$ cat src/rtl/td4_program_loader_pkg.sv
// Shared definitions for the TD4 program loader and the TD4 CPU core:
// FSM state encoding, opcode constants and instruction field slices.
package td4_program_loader_pkg;

    typedef enum logic [1:0] {
        ST_LOAD  = 2'd0,
        ST_READY = 2'd1,
        ST_RUN   = 2'd2,
        ST_HALT  = 2'd3
    } td4_state_e;

    localparam int INS_W      = 8;
    localparam int INS_OPC_HI = 7;
    localparam int INS_OPC_LO = 4;
    localparam int INS_IMM_HI = 3;
    localparam int INS_IMM_LO = 0;

    // TD4 opcodes; 4'h0 (ADD A,0) doubles as the no-op used to clear memory.
    localparam logic [3:0] OPC_ADD_A_IM = 4'h0;
    localparam logic [3:0] OPC_MOV_A_B  = 4'h1;
    localparam logic [3:0] OPC_IN_A     = 4'h2;
    localparam logic [3:0] OPC_MOV_A_IM = 4'h3;
    localparam logic [3:0] OPC_MOV_B_A  = 4'h4;
    localparam logic [3:0] OPC_ADD_B_IM = 4'h5;
    localparam logic [3:0] OPC_IN_B     = 4'h6;
    localparam logic [3:0] OPC_MOV_B_IM = 4'h7;
    localparam logic [3:0] OPC_OUT_B    = 4'h9;
    localparam logic [3:0] OPC_OUT_IM   = 4'hB;
    localparam logic [3:0] OPC_JNC_IM   = 4'hE;
    localparam logic [3:0] OPC_JMP_IM   = 4'hF;

    function automatic logic [3:0] ins_opc(input logic [INS_W-1:0] ins);
        return ins[INS_OPC_HI:INS_OPC_LO];
    endfunction

    function automatic logic [3:0] ins_imm(input logic [INS_W-1:0] ins);
        return ins[INS_IMM_HI:INS_IMM_LO];
    endfunction

endpackage

$ cat src/rtl/td4_program_loader_if.sv
// Program byte stream plus the CPU fetch bus. The master drives the byte
// stream and the CPU pc; the slave (loader) returns ready, the fetched
// instruction fields and the execute enable.
interface td4_program_loader_if #(
    parameter int ADDR_W = 4
);
    logic              prog_valid;
    logic              prog_ready;
    logic [7:0]        prog_data;
    logic              prog_last;
    logic [ADDR_W-1:0] pc;
    logic [3:0]        opcode;
    logic [3:0]        immediate;
    logic              exec_mode;

    modport master (
        output prog_valid, prog_data, prog_last, pc,
        input  prog_ready, opcode, immediate, exec_mode
    );

    modport slave (
        input  prog_valid, prog_data, prog_last, pc,
        output prog_ready, opcode, immediate, exec_mode
    );
endinterface

$ cat src/rtl/td4_program_loader_prog_mem.sv
// Program store: 2**ADDR_W words, one synchronous write port, one
// asynchronous read port. Reset clears every word to the no-op 8'h00.
module td4_prog_mem #(
    parameter int ADDR_W = 4,
    parameter int DATA_W = 8
) (
    input  logic              clk,
    input  logic              rst_n,
    input  logic              we,
    input  logic [ADDR_W-1:0] waddr,
    input  logic [DATA_W-1:0] wdata,
    input  logic [ADDR_W-1:0] raddr,
    output logic [DATA_W-1:0] rdata
);
    localparam int DEPTH = 1 << ADDR_W;

    logic [DATA_W-1:0] mem [DEPTH];

    // Write port with asynchronous clear of the whole array.
    always_ff @(posedge clk or negedge rst_n) begin
        if (!rst_n) begin
            for (int i = 0; i < DEPTH; i++) begin
                mem[i] <= '0;
            end
        end else if (we) begin
            mem[waddr] <= wdata;
        end
    end

    assign rdata = mem[raddr];
endmodule

$ cat src/rtl/td4_program_loader.sv
// TD4 program loader: accepts a program over a valid/ready byte stream,
// serves opcode/immediate for the CPU pc and paces execution via exec_mode.
// Optional feature: define TD4_STEP_EN to add a single-step input honoured
// in HALT.
module td4_program_loader
    import td4_program_loader_pkg::*;
#(
    parameter int ADDR_W   = 4,
    parameter int EXEC_DIV = 1
) (
    input  logic                 clk,
    input  logic                 rst_n,
    td4_program_loader_if.slave  bus,
    input  logic                 run_req,
    input  logic                 halt_req,
`ifdef TD4_STEP_EN
    input  logic                 step,
`endif
    output logic [1:0]           state,
    output logic [ADDR_W:0]      prog_count
);
    localparam int PTR_W = ADDR_W + 1;
    localparam int DEPTH = 1 << ADDR_W;
    localparam int CNT_W = (EXEC_DIV > 1) ? $clog2(EXEC_DIV) : 1;
    localparam logic [PTR_W-1:0] PTR_FULL = PTR_W'(DEPTH);
    localparam logic [PTR_W-1:0] PTR_LAST = PTR_W'(DEPTH - 1);
    localparam logic [CNT_W-1:0] CNT_LAST = CNT_W'(EXEC_DIV - 1);

    td4_state_e        state_q, state_d;
    logic [PTR_W-1:0]  wr_ptr_q;
    logic [CNT_W-1:0]  cnt_q;
    logic              accept;
    logic              run_fire;
    logic              step_fire;
    logic              enter_load;
    logic              enter_run;
    logic [7:0]        rd_word;

    td4_prog_mem #(
        .ADDR_W (ADDR_W),
        .DATA_W (8)
    ) u_mem (
        .clk   (clk),
        .rst_n (rst_n),
        .we    (accept),
        .waddr (wr_ptr_q[ADDR_W-1:0]),
        .wdata (bus.prog_data),
        .raddr (bus.pc),
        .rdata (rd_word)
    );

    // State register.
    always_ff @(posedge clk or negedge rst_n) begin
        if (!rst_n) begin
            state_q <= ST_LOAD;
        end else begin
            state_q <= state_d;
        end
    end

    // Next-state logic; halt_req takes priority over run_req everywhere.
    always_comb begin
        state_d = state_q;
        unique case (state_q)
            ST_LOAD: begin
                if (accept && (bus.prog_last || wr_ptr_q == PTR_LAST)) begin
                    state_d = ST_READY;
                end
            end
            ST_READY, ST_HALT: begin
                if (halt_req) begin
                    state_d = ST_LOAD;
                end else if (run_req) begin
                    state_d = ST_RUN;
                end
            end
            ST_RUN: begin
                if (halt_req) begin
                    state_d = ST_HALT;
                end
            end
            default: state_d = ST_LOAD;
        endcase
    end

    // Output logic: stream ready, execute enable and gated instruction fetch.
    always_comb begin
        bus.prog_ready = (state_q == ST_LOAD) && (wr_ptr_q < PTR_FULL);
        accept         = bus.prog_valid && bus.prog_ready;
        run_fire       = (state_q == ST_RUN) && (cnt_q == CNT_LAST);
        bus.exec_mode  = run_fire || step_fire;
        bus.opcode     = '0;
        bus.immediate  = '0;
        if (state_q != ST_LOAD) begin
            bus.opcode    = ins_opc(rd_word);
            bus.immediate = ins_imm(rd_word);
        end
    end

    assign enter_load = (state_q != ST_LOAD) && (state_d == ST_LOAD);
    assign enter_run  = (state_q != ST_RUN)  && (state_d == ST_RUN);

    // Write pointer: advances per accepted byte, rewinds when LOAD is re-entered.
    always_ff @(posedge clk or negedge rst_n) begin
        if (!rst_n) begin
            wr_ptr_q <= '0;
        end else if (enter_load) begin
            wr_ptr_q <= '0;
        end else if (accept) begin
            wr_ptr_q <= wr_ptr_q + 1'b1;
        end
    end

    // Execution divider: restarts at 0 on every RUN entry, wraps at EXEC_DIV-1.
    always_ff @(posedge clk or negedge rst_n) begin
        if (!rst_n) begin
            cnt_q <= '0;
        end else if (enter_run) begin
            cnt_q <= '0;
        end else if (state_q == ST_RUN) begin
            cnt_q <= (cnt_q == CNT_LAST) ? '0 : cnt_q + 1'b1;
        end
    end

`ifdef TD4_STEP_EN
    logic step_q;
    logic step_pend_q;

    // Step edge detector: a rising edge seen in HALT yields one pulse next cycle.
    always_ff @(posedge clk or negedge rst_n) begin
        if (!rst_n) begin
            step_q      <= 1'b0;
            step_pend_q <= 1'b0;
        end else begin
            step_q      <= step;
            step_pend_q <= (state_q == ST_HALT) && step && !step_q;
        end
    end

    assign step_fire = (state_q == ST_HALT) && step_pend_q;
`else
    assign step_fire = 1'b0;
`endif

    assign state      = state_q;
    assign prog_count = wr_ptr_q;
endmodule
$ cat src/flat_wrapper.sv
// flat-port wrapper written by rule: the top's interface ports become plain ports
module td4_program_loader_flat import td4_program_loader_pkg::*;
#(
    parameter int ADDR_W   = 4,
    parameter int EXEC_DIV = 1
)
  (clk, rst_n, run_req, halt_req, state, prog_count, bus_prog_valid, bus_prog_data, bus_prog_last, bus_pc, bus_prog_ready, bus_opcode, bus_immediate, bus_exec_mode);
  td4_program_loader_if #(.ADDR_W(ADDR_W)) bus_i ();
  input  logic clk;
  input  logic rst_n;
  input  logic run_req;
  input  logic halt_req;
  output logic [1:0] state;
  output logic [ADDR_W:0] prog_count;
  input wire logic [$bits(bus_i.prog_valid)-1:0] bus_prog_valid;
  input wire logic [$bits(bus_i.prog_data)-1:0] bus_prog_data;
  input wire logic [$bits(bus_i.prog_last)-1:0] bus_prog_last;
  input wire logic [$bits(bus_i.pc)-1:0] bus_pc;
  output wire logic [$bits(bus_i.prog_ready)-1:0] bus_prog_ready;
  output wire logic [$bits(bus_i.opcode)-1:0] bus_opcode;
  output wire logic [$bits(bus_i.immediate)-1:0] bus_immediate;
  output wire logic [$bits(bus_i.exec_mode)-1:0] bus_exec_mode;
  assign bus_i.prog_valid = bus_prog_valid;
  assign bus_i.prog_data = bus_prog_data;
  assign bus_i.prog_last = bus_prog_last;
  assign bus_i.pc = bus_pc;
  assign bus_prog_ready = bus_i.prog_ready;
  assign bus_opcode = bus_i.opcode;
  assign bus_immediate = bus_i.immediate;
  assign bus_exec_mode = bus_i.exec_mode;
  td4_program_loader #(.ADDR_W(ADDR_W), .EXEC_DIV(EXEC_DIV)) u_core (.clk(clk), .rst_n(rst_n), .bus(bus_i), .run_req(run_req), .halt_req(halt_req), .state(state), .prog_count(prog_count));
endmodule
$ cat config.mk
export PLATFORM = sky130hd
export DESIGN_NAME = td4_program_loader_flat
export DESIGN_NICKNAME = d
export VERILOG_FILES = /design/src/rtl/td4_program_loader_pkg.sv /design/src/rtl/td4_program_loader_if.sv /design/src/rtl/td4_program_loader_prog_mem.sv /design/src/rtl/td4_program_loader.sv /design/src/flat_wrapper.sv
export SDC_FILE = /design/constraint.sdc
export NUM_CORES = 1
export LEC_CHECK = 0
export CORE_MARGIN = 10
export CORE_UTILIZATION = 60
export CTS_CLUSTER_DIAMETER = 100
export DETAILED_ROUTE_END_ITERATION = 12
export PLACE_DENSITY = 0.82
export SLEW_MARGIN = 25
export SYNTH_ARGS = -nofsm -noshare
export SYNTH_HDL_FRONTEND = slang
export SYNTH_HIERARCHICAL = 1
export SYNTH_SLANG_ARGS = --single-unit
export TNS_END_PERCENT = 50
$ cat constraint.sdc
create_clock -name clk -period 2.6 [get_ports clk]
set_clock_uncertainty 0.15 [all_clocks]
set_input_delay 0.52 -clock clk [delete_from_list [all_inputs] [get_ports clk]]
set_output_delay 0.52 -clock clk [all_outputs]
set_load 0.1 [all_outputs]
==> qor.csv <==
stage,metric,value,unit
outcome,status,finished with violations,
outcome,violated checks,setup timing,
setup_path,CP required,1.93,ns
sta,Max Freq,372.7,MHz
global_route,initial antenna violation count,0,
power_and_ir_drop,Clock power frac,31.1,%
logic_synthesis,"Cell Area, Synth",6287,um2
drt,routed wire length,14.75,mm
sta,unrepaired setup endpoints after global routing,yes,
floorplan,io pins,35,
placed_design,dpl ws,-0.3942,ns
sta,actual slew at the worst max-slew pin,0.7234,ns
logic_synthesis,ys async rst share,100.0,%
final_layout,share of cells above drive strength 1,60.21,%
power_and_ir_drop,net switching power,2.678,mW
logic_synthesis,most frequent cell after synthesis,dfrtp_1,
logic_synthesis,Post-synth EDFFs,0,
global_route,largest net degree at the start of global routing,43,
sta,Setup-failing EPs final,8,
final_layout,nets@finish,492,
sta,Post-Route Setup TNS,-0.4335,ns
hold_path,worst hold path class,reg2reg,
setup_path,"Arr. time, crit path",2.01,ns
power_and_ir_drop,Sequential Power Share,38.2,%
logic_synthesis,post-synthesis sequential area ratio,53.73,%
drt,vias per std cell,6.143,
clock_network,"Clk Latency, worst-skew pair",0.51,ns
clock_network,CTS Root Cell,clkbuf_8,
sta,crit path time final,2.683,ns
global_route,first-pass GRT wire length,23.83,mm
logic_synthesis,Synth area leader,dfrtp_1,
final_layout,Area Overhead vs Synth,27.36,%
logic_synthesis,top-area cell type share of the netlist area,53.73,%
clock_network,clk slew on worst S/H paths,0.06,ns
logic_synthesis,Synth area leaders,"dfrtp_1, mux2_2, mux4_2",
power_and_ir_drop,Final Power,7.980,mW
floorplan,full die area,14970,um2
power_and_ir_drop,maximum vdd ir drop,0.0007230,V
drt,drt drc,0,
sta,"Period Utilization, post-route",103.2,%
floorplan,Die Y,122.4,um
setup_path,Critical Setup Path Class,in2out,
sta,pins over their slew limit,0,
power_and_ir_drop,Cell Pwr Density,996.6,nW/um2
power_and_ir_drop,Lkg Pwr,3.621,nW
global_route,vias in the first global route,4216,
sta,Hold WS,0.3545,ns
setup_path,Setup crit start kind,input port,
drt,DR WL/cell,23.75,um
placed_design,DPL Wire Length,9.358,mm
drt,Vias,3815,
clock_network,CTS Sinks,135,
power_and_ir_drop,sw frac,33.56,%
logic_synthesis,Synth warnings,6,
job,# Max-Cap Violations,0,
logic_synthesis,Yosys reg bits,135,
drt,Iter 0 DRT Violations,294,
logic_synthesis,Synth Flop Type,dfrtp_1,
floorplan,Initial Util,61.18,%
clock_network,clk buf depth,2,
placed_design,number of port buffers,34,
floorplan,row cnt,37,
sta,Rel. slew slack,51.77,%
logic_synthesis,"Avg Cell Area, Syn",15.37,um2
floorplan,Core Region,10280,um2
global_route,total congestion overflow,0,
logic_synthesis,Post-synth top cells,"dfrtp_1, mux2_2, mux4_2",
power_and_ir_drop,internal power,5.302,mW
setup_path,Crit. End Element,output port,
drt,post-route ant nets,0,
final_layout,fill count,593,
logic_synthesis,count of cell types in the netlist,32,
sta,Fin. Hold Viols,0,
final_layout,Antenna Cells,0,
final_layout,Seq. cell area,3382,um2
power_and_ir_drop,Combinational Power Share,30.7,%
setup_path,Crit Path Max Fanout,8,
placed_design,placer congestion estimate,0.7948,
logic_synthesis,Mapped Cells,409,
final_layout,fin cells,621,
clock_network,CTS tree,yes,
placed_design,post-placement cell count,585,
sta,PnR worst setup slack,-0.08342,ns
global_route,overall routing resource usage,21.34,%
floorplan,Die X,122.4,um
drt,First-pass DRT Iterations,4,
final_layout,area occupied by multi-input gates,2930,um2
clock_network,CTS buffer count,17,
logic_synthesis,Synth Net Count,429,
clock_network,Max H-tree Level,4,
[final timing paths]
path	startpoint	to	slack, ns	cells past startpoint
max	bus_pc[0]	bus_immediate[1]	-0.08	7
min	u_core/u_mem/mem[5]$_DFFE_PN0P_	u_core/u_mem/mem[5]$_DFFE_PN0P_	0.35	1
max reg2reg	u_core/state[0]$_DFF_PN0_	u_core/u_mem/mem[67]$_DFFE_PN0P_	0.36	5
min reg2reg	u_core/u_mem/mem[5]$_DFFE_PN0P_	u_core/u_mem/mem[5]$_DFFE_PN0P_	0.35	1
max in group asynchronous	rst_n	u_core/u_mem/mem[69]$_DFFE_PN0P_	1.28	3
min in group asynchronous	rst_n	u_core/u_mem/mem[18]$_DFFE_PN0P_	0.40	2
[placed cells by master (no fill, tap or decap), types with 4 or more instances in the layout]
master and n:
dfrtp_1 132, mux2_2 128, mux4_2 32, buf_4 26, buf_12 22, clkbuf_16 16
nand2_1 15, a22oi_2 14, clkdlybuf4s50_1 13, nor2b_4 8, nor2_2 7, a21oi_1 6
nor3_2 6, bufinv_16 4, clkinv_4 4
[layer usage]
| layer | up-vias | track usage, % | wire (um) | part of all wire [%] |
|---|---|---|---|---|
| li1 | 1659 | - | - | - |
| met1 | 2065 | 27.85 | 6456 | 44 |
| met2 | 81 | 34.69 | 7591 | 51 |
| met3 | 10 | 5.142 | 526 | 3.6 |
| met4 | 0 | 6.775 | 174 | 1.2 |
| met5 | - | 0 | 0 | 0 |
[layout make-up]
| type | count | share of cell area (%) |
|---|---|---|
| Timing Repair Buffer | 69 | 11.25 |
| Multi-Input combinational cell | 247 | 36.59 |
| Inverter | 2 | 0.09375 |
| Tap cell | 136 | 2.125 |
| Sequential cell | 135 | 42.23 |
| Clock inverter | 14 | 2.484 |
| Clock buffer | 18 | 5.219 |
[power by group through the flow]
stage	combinational, mW	sequential, mW	clock [mW]
floorplan	1.60	3.15	0
global placement	2.32	3.00	0
detailed placement	2.39	3.06	0
CTS	2.45	3.04	2.51
global route	2.58	3.10	2.61
finish	2.45	3.05	2.48
[metrics by stage]
stage	util [%]	instance area [um2]
CTS	77.84	8000
global placement	70.14	7208
finish	77.92	8008
global route	77.92	8008
floorplan	-	6372
detailed placement	70.14	7208
[cell families (layout without fill, tap and decap cells)]
group,Yosys count,count (layout),share of synthesized area (%)
fa+ha+maj,2,2,0.3979
mux,163,163,34.87
simple gates,57,57,6.130
buf+inv,27,103,2.149
compound gates,24,24,2.587
flops,135,135,53.73
xor+xnor,1,1,0.1393
[critical path: stages]
cell and delay, ns:
buf_6 0.15, buf_12 0.17, mux4_2 0.53, a22oi_2 0.22, nand2_1 0.09, nor2b_4 0.14, buf_12 0.17
[registers in the layout (all words and copies together) (netlist names)]
register,cells
u_core/prog_count,5
u_core/u_mem/mem,128
u_core/state,2
[what timing repair did]
action	in CTS	in global routing
endpoints found under the setup margin	8	8
hold buffers	1	0
gates cloned	3	0
gates resized for setup	25	2
pin swaps	10	1
endpoints found under the hold margin	37	0
setup buffers	0	0
(Power assumes the default switching activity.)
==> RTL change: new RTL, same settings <==
`ADDR_W` is set to 4 in 4 places; all go to 3.
--- a/src/rtl/td4_program_loader_if.sv
+++ b/src/rtl/td4_program_loader_if.sv
@@ -2,7 +2,7 @@
 // stream and the CPU pc; the slave (loader) returns ready, the fetched
 // instruction fields and the execute enable.
 interface td4_program_loader_if #(
-    parameter int ADDR_W = 4
+    parameter int ADDR_W = 3
 );
     logic              prog_valid;
     logic              prog_ready;
--- a/src/rtl/td4_program_loader_prog_mem.sv
+++ b/src/rtl/td4_program_loader_prog_mem.sv
@@ -1,7 +1,7 @@
 // Program store: 2**ADDR_W words, one synchronous write port, one
 // asynchronous read port. Reset clears every word to the no-op 8'h00.
 module td4_prog_mem #(
-    parameter int ADDR_W = 4,
+    parameter int ADDR_W = 3,
     parameter int DATA_W = 8
 ) (
     input  logic              clk,
--- a/src/rtl/td4_program_loader.sv
+++ b/src/rtl/td4_program_loader.sv
@@ -5,7 +5,7 @@
 module td4_program_loader
     import td4_program_loader_pkg::*;
 #(
-    parameter int ADDR_W   = 4,
+    parameter int ADDR_W   = 3,
     parameter int EXEC_DIV = 1
 ) (
     input  logic                 clk,
--- a/src/flat_wrapper.sv
+++ b/src/flat_wrapper.sv
@@ -1,7 +1,7 @@
 // flat-port wrapper written by rule: the top's interface ports become plain ports
 module td4_program_loader_flat import td4_program_loader_pkg::*;
 #(
-    parameter int ADDR_W   = 4,
+    parameter int ADDR_W   = 3,
     parameter int EXEC_DIV = 1
 )
   (clk, rst_n, run_req, halt_req, state, prog_count, bus_prog_valid, bus_prog_data, bus_prog_last, bus_pc, bus_prog_ready, bus_opcode, bus_immediate, bus_exec_mode);
Ports: changed (resized bus_pc and prog_count); port bits go from 35 to 33. No check against the original RTL was run, so the function may have changed too.
==> RTL change against the unedited design <==
- the flow still finishes with violations (setup timing)
- final area fell by 48%
- critical path depth fell by 1
- clock power fell by 71%
- critical path type unchanged
- sequential power fell by 37%
- sequential share of layout area fell by 0.30 points
- total power fell by 36%
- sequential cell count fell by 65
- hold slack got worse by 0.34 ns
- wire length fell by 49%
- synthesized area fell by 47%
- via count fell by 46%
- worst setup slack improved by 0.075 ns
- largest power group is now combinational cells
- non-clock buffer count fell by 17
==> RTL change: results (changes against the unedited design) <==
post-route setup TNS: -0.008923 ns (+0.4246 ns)
CTS Buf Count: 9 (-8)
clock share of power: 14.3% (-17 points)
largest cells by area after synthesis: dfrtp_1, mux2_2, mux4_1
Post-Route WL: 7588 um (-49%)
met3 GRT Util: 3.886% (-1.3 points)
Final Setup Violations: 2 (-6)
comb_multi_in: 126 (-49%)
Slowest-stage cell, CP: mux4_1
IO buf count: 32 (-5.9%)
Buffers excl. clock: 52 (-25%)
xor-xnor portion of the synthesized cell area: 0% (-0.14 points)
Final WS setup: -0.008435 ns (+0.07498 ns)
clkbuf count: 10 (-8)
Layout fillers: 337 (-43%)
violated checks: setup timing
met3 WL post-DR: 423 um (-20%)
Sw Ratio: 41.55% (+8.0 points)
syn nets: 229 (-47%)
VDD IR max: 1.388 mV (+92%)
status: finished with violations
compound-cell area share of the yosys netlist: 1.566% (-1.0 points)
register bit count reported by yosys: 70 (-48%)
M1 GR Usage: 22.93% (-4.9 points)
Layout Cells excl Fill: 337 (-46%)
Syn Area/Cell: 15.90 um2 (+3.5%)
M1 WL: 3183 um (-51%)
[RTL change: stage by stage]
step | power [mW] | utilization [%] | instance area, um2 | setup WS [ns]
floorplan | 3.615 | - | 3436 | 0.1043
global placement | 4.232 | 73.39 | 4016 | -0.4230
detailed placement | 4.328 | 73.39 | 4016 | -0.4569
CTS | 5.078 | 77.27 | 4229 | -0.01431
global route | 5.322 | 76.50 | 4187 | -0.03505
finish | 5.092 | 76.50 | 4187 | -0.008435
[RTL change: final timing paths]
kind                                      startpoint              endpoint  slack, ns  cells past startpoint
worst max-delay path                       bus_pc[0]      bus_immediate[1]     -0.008                      6
worst min-delay path                           rst_n  u_core/u_mem/mem[61]       0.01                      1
worst max register to register       u_core/state[0]  u_core/u_mem/mem[56]       0.44                      5
worst min register to register  u_core/u_mem/mem[23]  u_core/u_mem/mem[23]       0.35                      1
max in group asynchronous                      rst_n  u_core/u_mem/mem[42]       1.76                      2
min in group clk                u_core/u_mem/mem[23]  u_core/u_mem/mem[23]       0.35                      1
